<file path="config.mk">
export PLATFORM = sky130hd
export DESIGN_NAME = pipe_hazard_ctrl
export DESIGN_NICKNAME = d
export VERILOG_FILES = /design/src/rtl/pipe_hazard_ctrl_pkg.sv /design/src/rtl/pipe_hazard_ctrl_hazard_detect.sv /design/src/rtl/pipe_hazard_ctrl.sv
export SDC_FILE = /design/constraint.sdc
export NUM_CORES = 1
export LEC_CHECK = 0
export ABC_AREA = 1
export BUFFER_PORTS_ARGS = -buffer_cell sky130_fd_sc_hd__buf_2
export CORE_MARGIN = 1.5
export CORE_UTILIZATION = 35
export CTS_CLUSTER_DIAMETER = 200
export DETAILED_ROUTE_END_ITERATION = 16
export GPL_TIMING_DRIVEN = 0
export HOLD_SLACK_MARGIN = 0.15
export PLACE_DENSITY = 0.65
export SYNTH_ARGS = -nofsm -noshare
export SYNTH_HDL_FRONTEND = slang
export SYNTH_HIERARCHICAL = 1
export SYNTH_SLANG_ARGS = --single-unit
</file>
<file path="constraint.sdc">
create_clock -name clk -period 2.9 [get_ports clk]
set_input_delay 0.435 -clock clk [delete_from_list [all_inputs] [get_ports clk]]
set_output_delay 0.435 -clock clk [all_outputs]
set_load 0.01 [all_outputs]
</file>
<file path="src/rtl/pipe_hazard_ctrl_pkg.sv">
// Shared CPU-control definitions: pipeline control FSM state encoding and the
// register-file address width used by the hazard and forwarding logic.
package pipe_hazard_ctrl_pkg;

  localparam int REG_ADDR_W = 5;

  typedef logic [1:0] state_t;

  localparam state_t RUN   = 2'd0;
  localparam state_t DWAIT = 2'd1;
  localparam state_t IWAIT = 2'd2;
  localparam state_t ERR   = 2'd3;

endpackage

</file>
<file path="src/rtl/pipe_hazard_ctrl_hazard_detect.sv">
// Load-use hazard compare: the instruction in EX is a load whose destination
// is a live source operand of the instruction in ID. Register 0 never hazards.
module hazard_detect #(
  parameter int REG_ADDR_W = 5
) (
  input  logic [REG_ADDR_W-1:0] id_rs,
  input  logic [REG_ADDR_W-1:0] id_rt,
  input  logic                  id_use_rs,
  input  logic                  id_use_rt,
  input  logic                  ex_mem_read,
  input  logic [REG_ADDR_W-1:0] ex_rd,
  output logic                  load_use
);

  // Pure compare, no state
  always_comb begin
    load_use = ex_mem_read && (ex_rd != '0) &&
               ((id_use_rs && (id_rs == ex_rd)) || (id_use_rt && (id_rt == ex_rd)));
  end

endmodule

</file>
<file path="src/rtl/pipe_hazard_ctrl.sv">
// Pipeline hazard controller: drives the pipeline register enables and flushes,
// stalls on load-use hazards and slow memories, squashes wrong-path fetches
// and traps to a sticky bus error when a memory wait runs too long.
module pipe_hazard_ctrl #(
  parameter int REG_ADDR_W = pipe_hazard_ctrl_pkg::REG_ADDR_W,
  parameter int TIMEOUT    = 16,
  parameter int CNT_W      = 32
) (
  input  logic                  clk,
  input  logic                  rst_n,
  input  logic [REG_ADDR_W-1:0] id_rs,
  input  logic [REG_ADDR_W-1:0] id_rt,
  input  logic                  id_use_rs,
  input  logic                  id_use_rt,
  input  logic                  ex_mem_read,
  input  logic [REG_ADDR_W-1:0] ex_rd,
  input  logic                  branch_taken,
  input  logic                  imem_ready,
  input  logic                  mem_req,
  input  logic                  mem_ready,
  output logic                  pc_ce,
  output logic                  ifid_ce,
  output logic                  idex_ce,
  output logic                  exmem_ce,
  output logic                  memwb_ce,
  output logic                  ifid_flush,
  output logic                  idex_flush,
  output logic                  memwb_flush,
  output logic                  bus_err,
  output logic [CNT_W-1:0]      stall_cnt
);

  import pipe_hazard_ctrl_pkg::*;

  localparam int WAIT_W = (TIMEOUT > 2) ? $clog2(TIMEOUT) : 1;
  localparam logic [WAIT_W-1:0] WAIT_LAST = WAIT_W'(TIMEOUT - 1);

  state_t            state, state_nx;
  logic [WAIT_W-1:0] wait_cnt, wait_cnt_nx;
  logic              err_set;
  logic              load_use;
  logic              dstall;
  logic              istall;

  function automatic logic [CNT_W-1:0] sat_inc(input logic [CNT_W-1:0] v);
    return (&v) ? v : v + CNT_W'(1);
  endfunction

  hazard_detect #(
    .REG_ADDR_W (REG_ADDR_W)
  ) u_hazard_detect (
    .id_rs       (id_rs),
    .id_rt       (id_rt),
    .id_use_rs   (id_use_rs),
    .id_use_rt   (id_use_rt),
    .ex_mem_read (ex_mem_read),
    .ex_rd       (ex_rd),
    .load_use    (load_use)
  );

  // Raw stall conditions straight from the memory handshakes
  always_comb begin
    dstall = mem_req && !mem_ready;
    istall = !imem_ready;
  end

  // State, wait counter and sticky error registers
  always_ff @(posedge clk or negedge rst_n) begin
    if (!rst_n) begin
      state    <= RUN;
      wait_cnt <= '0;
      bus_err  <= 1'b0;
    end else begin
      state    <= state_nx;
      wait_cnt <= wait_cnt_nx;
      if (err_set) bus_err <= 1'b1;
    end
  end

  // Next state: the ready input is looked at before the timeout, so a
  // completion in the last allowed cycle still counts as success
  always_comb begin
    state_nx    = state;
    wait_cnt_nx = wait_cnt;
    err_set     = 1'b0;
    case (state)
      RUN: begin
        if (dstall) begin
          state_nx    = DWAIT;
          wait_cnt_nx = '0;
        end else if (istall) begin
          state_nx    = IWAIT;
          wait_cnt_nx = '0;
        end
      end
      DWAIT: begin
        if (mem_ready) begin
          state_nx = RUN;
        end else if (wait_cnt == WAIT_LAST) begin
          state_nx = ERR;
          err_set  = 1'b1;
        end else begin
          wait_cnt_nx = wait_cnt + WAIT_W'(1);
        end
      end
      IWAIT: begin
        if (dstall) begin
          state_nx    = DWAIT;
          wait_cnt_nx = '0;
        end else if (imem_ready) begin
          state_nx = RUN;
        end else if (wait_cnt == WAIT_LAST) begin
          state_nx = ERR;
          err_set  = 1'b1;
        end else begin
          wait_cnt_nx = wait_cnt + WAIT_W'(1);
        end
      end
      default: state_nx = ERR;
    endcase
  end

  // Enable/flush decode, highest priority first; a held branch is only
  // acted on once the data-memory stall clears
  always_comb begin
    pc_ce       = 1'b0;
    ifid_ce     = 1'b0;
    idex_ce     = 1'b0;
    exmem_ce    = 1'b0;
    memwb_ce    = 1'b0;
    ifid_flush  = 1'b0;
    idex_flush  = 1'b0;
    memwb_flush = 1'b0;
    if (!rst_n || state == ERR) begin
      pc_ce = 1'b0;
    end else if (dstall) begin
      memwb_ce    = 1'b1;
      memwb_flush = 1'b1;
    end else if (load_use) begin
      idex_ce    = 1'b1;
      idex_flush = 1'b1;
      exmem_ce   = 1'b1;
      memwb_ce   = 1'b1;
    end else if (istall) begin
      ifid_ce    = 1'b1;
      ifid_flush = 1'b1;
      idex_ce    = 1'b1;
      exmem_ce   = 1'b1;
      memwb_ce   = 1'b1;
    end else begin
      pc_ce      = 1'b1;
      ifid_ce    = 1'b1;
      idex_ce    = 1'b1;
      exmem_ce   = 1'b1;
      memwb_ce   = 1'b1;
      ifid_flush = branch_taken;
    end
  end

  // Stall performance counter; cycles spent trapped in ERR are not stalls
  always_ff @(posedge clk or negedge rst_n) begin
    if (!rst_n) begin
      stall_cnt <= '0;
    end else if (!pc_ce && state != ERR) begin
      stall_cnt <= sat_inc(stall_cnt);
    end
  end

endmodule
</file>
==> reports/qor.txt, run 1 <==
Status: complete, no violations
Fin util: 43.0%
WP data arrival: 1.98 ns
Routed WL: 7480 microns
First-pass GRT wire length: 12700 microns
M3 GR Usage: 2.53%
Placement Setup Slack: 0.395 ns
Setup violators final: 0
Pre-Repair DR Iteration Count: 4
Clk_skew: 0.00837 ns
# Max-Cap Violations: 0
Core footprint: 8300 sq um
FF-to-FF End: stall_cnt[15]
Total congestion overflow: 0
WL/cell: 11.1 microns
RSZ-0062 raised after global routing: no
Net count, final: 599
Clk sinks: 39
FILL cells: 900
Syn Inst Count: 497
Gr usage total: 17.4%
Initial antenna violation count: 0
Ys Warns: 6
WHS: 0.270 ns
Layout cells sized above 1: 17.1%
Clock Latency Late Sink: 0.29 ns
Count of different cell masters after synthesis: 28
Row count: 33
Crit Path Class: in2out
Avg Inst Size Synth: 6.12 sq um
Critical R2R Launch: stall_cnt[0]
Final Hold Vio Count: 0
Vias in the first global route: 2852
CP endpoint: ifid_flush
Crit path top cell by count: nor2_1
Area contributors post-synth: dfrtp_1 (32%), nand2_1 (28%), nor2_1 (8.8%), inv_1 (7.2%), nand3_1 (4.8%)
TritonCTS buffer count: 5
Met1 Use GR: 22.4%
Area Overhead vs Synth: 17.2%
Slowest cell on the critical path: buf_2
Clock buffer depth: 2
Worst path top cell family by delay: buffers and inverters
Post-synth top area cell: dfrtp_1
R2R cell count: 11
Diode count: 0
Clock slew at reported path FFs: 0.07 ns
CTS resizes: 0
Tot Pwr: 1860 uW
Crit. path cell count: 8
F_max: 414 MHz
Top-area cell type share of the netlist area: 32.1%
Type of the most critical hold path: in2async
Die Area: 9260 sq um
Crit. End Element: output pin
Crit path cell chain: buf_2, inv_1, nor2_1, inv_1, nor2_1, nand2_1, nor2_1, buf_2
Crit path launch: rst_n
Power Dens Cells: 521 nW/um^2
Worst-path maximum fanout: 40
Buf/Inv on CP: 4
Starting Density: 36.6%
Drt via density: 4.57
Final period utilization: 83.3%
H-tree levels: 2
CP Launch Type: input port
CTS tree: done
Die X-Extent: 96.2 microns
Required time worst endpoint: 2.47 ns
Crit path largest cell delay: 0.67 ns
Post-route setup slack: 0.484 ns
Measured slew at the worst slew-check pin: 0.890 ns
Post-CTS Setup Bufs: 0
Reg2Reg Setup Slack: 0.93 ns
Leakage: 0.00198 uW
DRT iter0 DRCs: 123
Post-synthesis sequential element count: 39
CTS Root Cell: clkbuf_8
Synthesized cell area: 3040 sq um
Synth Net Count: 528
Slew Viols, Final: 0
Max IR drop VDD: 0.194 mV
Hold buffers post-CTS: 0
Final min period: 2.42 ns
Largest net degree at the start of global routing: 41
Top Ports: 65
Relative slew slack: 40.7%
GPL Wtd Cong: 0.909
Busiest grt layer: met2
Grt met2 use: 30.4%
Post-DP HPWL: 6040 microns
# DRC: 0
Die Y-Extent: 96.2 microns
Setup TNS: 0 ns
Vias: 3073
Seq/Total Area, Yosys: 32.1%
Antenna-violating nets left: 0
Port Buf Inserts: 64
## area by class of cell
class	instances	area (sq um)	share of cell area [%]
multi-input combinational	391	1770	49.6
tap	105	131	3.69
clock buffer	6	72.6	2.04
buffer	6	63.8	1.79
sequential	39	976	27.4
timing repair buffer	64	320	8.99
inverter	61	234	6.56
## through the flow
stage | instances | area [sq um]
finish | 672 | 3560
global route | 672 | 3560
CTS | 672 | 3560
detailed placement | 666 | 3490
global placement | 666 | 3490
floorplan | 497 | 3040
## registers in the layout, summed over array words and instances, names as in the netlist
register and flops:
state 2, bus_err 1, wait_cnt 4, stall_cnt 32
## synth_stat cells (all sizes together)
cell / number
dfrtp: 39
nand2: 243
xnor2: 7
nor3: 1
a21boi: 1
inv: 61
a31o: 1
a21oi: 5
nor2: 75
nand3: 29
nand4: 6
o21ai: 8
buf: 6
nor2b: 1
ha: 7
a41oi: 1
a22o: 1
xor2: 5
## report_power, final
part / total [uW] / leakage, uW / internal, uW / switching [uW]
registers: 710 / 0.000531 / 612 / 98.3
logic: 807 / 0.00142 / 316 / 491
clock network: 339 / 0.0000371 / 160 / 178
total: 1860 / 0.00198 / 1090 / 768
## worst min path at each step
stage	to	from	slack, ns
2_1_floorplan	bus_err	rst_n	0.14
3_3_place_gp	bus_err	bus_err	0.47
3_5_place_dp	bus_err	bus_err	0.49
4_1_cts	stall_cnt[6]	rst_n	0.31
5_1_grt	stall_cnt[6]	rst_n	0.34
6_report	stall_cnt[6]	rst_n	0.27
## logic make-up (layout without fill, tap and decap cells)
family                     count (synthesis)  count (layout)  synth area share (%)
buffers and inverters                     67             137                  9.79
DFF                                       39              39                  32.1
xor gates and xnor gates                  12              12                  3.46
AOI/OAI and AO/OA                         17              17                  3.25
and+or+nand+nor                          355             355                  48.5
adders and majority gates                  7               7                  2.88
## placed cells by master (no fill, tap or decap), drive strengths merged
cell type | synthesis | layout
nand2 | 243 | 243
nor2 | 75 | 75
buf | 6 | 70
inv | 61 | 61
dfrtp | 39 | 39
nand3 | 29 | 29
o21ai | 8 | 8
xnor2 | 7 | 7
ha | 7 | 7
nand4 | 6 | 6
clkbuf | 0 | 6
xor2 | 5 | 5
a21oi | 5 | 5
nor3 | 1 | 1
a21boi | 1 | 1
nor2b | 1 | 1
a41oi | 1 | 1
a31o | 1 | 1
a22o | 1 | 1
## metal layers
layer	wire length [microns]	share of wire (%)
met4	80	1.1
met5	0	0
met3	323	4.3
met1	3530	47
met2	3560	48
## worst register-to-register path, stage by stage, from the launching register on
cell and delay [ns]:
dfrtp_1 0.48, ha_1 0.28, inv_1 0.11, nor2_4 0.21, nand2_4 0.11, nor2_8 0.15, nand2_4 0.10, nand2_8 0.10
inv_6 0.07, buf_6 0.16, nand2_1 0.06, nand2_1 0.05
(Power assumes the default switching activity.)
==> run 2, diff against run 1 <==
==> constraint.sdc (replaced) <==
create_clock -name clk -period 2.3 [get_ports clk]
set_input_delay 0.345 -clock clk [delete_from_list [all_inputs] [get_ports clk]]
set_output_delay 0.345 -clock clk [all_outputs]
set_load 0.01 [all_outputs]
==> reports/qor.txt, run 2 (synthesis results as in run 1) <==
Placement Setup Slack: -0.0878 ns (was 0.395 ns)
DRT iter0 DRCs: 106 (was 123)
Clock Latency Late Sink: 0.29 ns (about the same)
Placed Instances: 666 (unchanged)
Type of the most critical hold path: reg2reg (was in2async)
Leakage: 0.00200 uW (was 0.00198 uW)
Clock buffer depth: 2 (unchanged)
Die Y-Extent: 96.2 microns (unchanged)
Post-DP HPWL: 6040 microns (unchanged)
Die Area: 9260 sq um (unchanged)
Worst path top cell family by delay: buffers and inverters (unchanged)
Slew Viols, Final: 0 (unchanged)
Grt met2 use: 30.8% (was 30.4%)
Crit path largest cell delay: 0.53 ns (was 0.67 ns)
Diode count: 0 (unchanged)
Pre-Repair DR Iteration Count: 4 (unchanged)
Vias: 3084 (was 3073)
Required time worst endpoint: 1.96 ns (was 2.47 ns)
Largest net degree at the start of global routing: 40 (was 41)
Antenna-violating nets left: 0 (unchanged)
Total congestion overflow: 0 (unchanged)
Leading cell type in the layout, fill and taps excluded: nand2_1 (unchanged)
Slowest cell on the critical path: dlygate4sd3_1 (was buf_2)
Final min period: 2.09 ns
Buf/Inv on CP: 5 (was 4)
Clk sinks: 39 (unchanged)
Starting Density: 36.6% (unchanged)
Vias in the first global route: 2871 (was 2852)
Worst-path maximum fanout: 3 (was 40)
# Max-Cap Violations: 0 (unchanged)
Met1 Use GR: 22.8% (was 22.4%)
Crit path launch: rst_n (unchanged)
Setup violators final: 0 (unchanged)
CP Launch Type: input port (unchanged)
RSZ-0062 raised after global routing: no (unchanged)
Status: complete, no violations (unchanged)
Crit path cell chain: dlygate4sd3_1, buf_4, inv_1, nor2_1, inv_1, nor2_2, nand2_1, nor2_1, buf_2 (was buf_2, inv_1, nor2_1, inv_1, nor2_1, nand2_1, nor2_1, buf_2)
Drt via density: 4.58 (was 4.57)
# DRC: 0 (unchanged)
F_max: 477 MHz
WP data arrival: 1.75 ns (was 1.98 ns)
WL/cell: 11.3 microns (was 11.1 microns)
Routed WL: 7620 microns (was 7480 microns)
Net count, final: 601 (was 599)
First-pass GRT wire length: 12800 microns (was 12700 microns)
Crit. End Element: output pin (unchanged)
CTS Root Cell: clkbuf_8 (unchanged)
Final Hold Vio Count: 0 (unchanged)
Max FFs per register: 32 (unchanged)
Area Overhead vs Synth: 18.4% (was 17.2%)
Post-route setup slack: 0.205 ns (was 0.484 ns)
CTS tree: done (unchanged)
Row count: 33 (unchanged)
Post-CTS Setup Bufs: 0 (unchanged)
Initial antenna violation count: 0 (unchanged)
Measured slew at the worst slew-check pin: 0.352 ns (was 0.890 ns)
Gr usage total: 17.6% (was 17.4%)
Port Buf Inserts: 64 (unchanged)
Critical R2R Launch: stall_cnt[0] (unchanged)
Relative slew slack: 76.5% (was 40.7%)
M3 GR Usage: 2.53% (unchanged)
Busiest grt layer: met2 (unchanged)
Largest regs: stall_cnt (32), wait_cnt (4), state (2) (unchanged)
Crit Path Class: in2out (unchanged)
H-tree levels: 2 (unchanged)
Clock slew at reported path FFs: 0.07 ns (about the same)
Max IR drop VDD: 0.245 mV (was 0.194 mV)
Core footprint: 8300 sq um (unchanged)
Top Ports: 65 (unchanged)
Final period utilization: 91.1%
Tot Pwr: 2350 uW (was 1860 uW)
Largest Register: stall_cnt (unchanged)
FILL cells: 898 (was 900)
GPL Wtd Cong: 0.909 (unchanged)
Clk_skew: 0.00662 ns (was 0.00837 ns)
Layout cells sized above 1: 17.4% (was 17.1%)
Die X-Extent: 96.2 microns (unchanged)
Hold Crit Start: bus_err
Most frequent cells in the layout: nand2_1 (229), nor2_1 (70), buf_2 (63), inv_1 (58), dfrtp_1 (39) (was nand2_1 (229), nor2_1 (71), buf_2 (64), inv_1 (58), dfrtp_1 (39))
Power Dens Cells: 652 nW/um^2 (was 521 nW/um^2)
TritonCTS buffer count: 5 (unchanged)
Finished Layout Cells: 674 (was 672)
run 2: per-stage QoR:
| step | util, % | TNS [ns] | hold slack, ns | cell area, sq um |
|---|---|---|---|---|
| after floorplan | - | 0 | 0.0494 | 3040 |
| after global placement | 42.1 | -0.0234 | 0.472 | 3490 |
| after detailed placement | 42.1 | -1.53 | 0.486 | 3490 |
| after CTS | 43.3 | 0 | 0.488 | 3600 |
| after global routing | 43.4 | 0 | 0.521 | 3600 |
| final | 43.4 | 0 | 0.495 | 3600 |
run 2: final timing paths:
kind                                 end  slack [ns]  cells past startpoint
hold reg to reg                  bus_err        0.50                      1
setup reg to reg           stall_cnt[15]        0.33                     11
max in group asynchronous  stall_cnt[20]        1.50                      3
min in group asynchronous   stall_cnt[6]        0.59                      3
hold / removal                   bus_err        0.50                      1
setup / recovery              ifid_flush        0.21                      9
run 2: power breakdown:
group | switching (uW) | leakage [uW] | total, uW | internal, uW
logic | 621 | 0.00143 | 1030 | 404
registers | 125 | 0.000531 | 896 | 771
clock network | 224 | 0.0000371 | 426 | 202
total | 970 | 0.00200 | 2350 | 1380
run 2: repair_timing:
item / CTS / global route
pin swaps: 0 / 0
endpoints found under the setup margin: 1 / 1
hold buffers: 2 / 0
gates resized for setup: 1 / 1
hold endpoints to repair: 39 / 0
run 2: final cells by class:
cell class                      count  area, sq um  share of cell area [%]
Buffer                              6         63.8                    1.77
Sequential cell                    39          976                    27.1
Multi-Input combinational cell    391         1770                    49.1
Clock buffer                        6         72.6                    2.02
Inverter                           61          234                    6.50
Timing Repair Buffer               66          353                    9.80
Tap cell                          105          131                    3.65
run 2: routing by layer:
layer  part of all wire [%]  up-vias
met2                     48       48
li1                       -     1654
met5                      0        -
met3                    3.1        7
met1                     48     1375
met4                   0.87        0
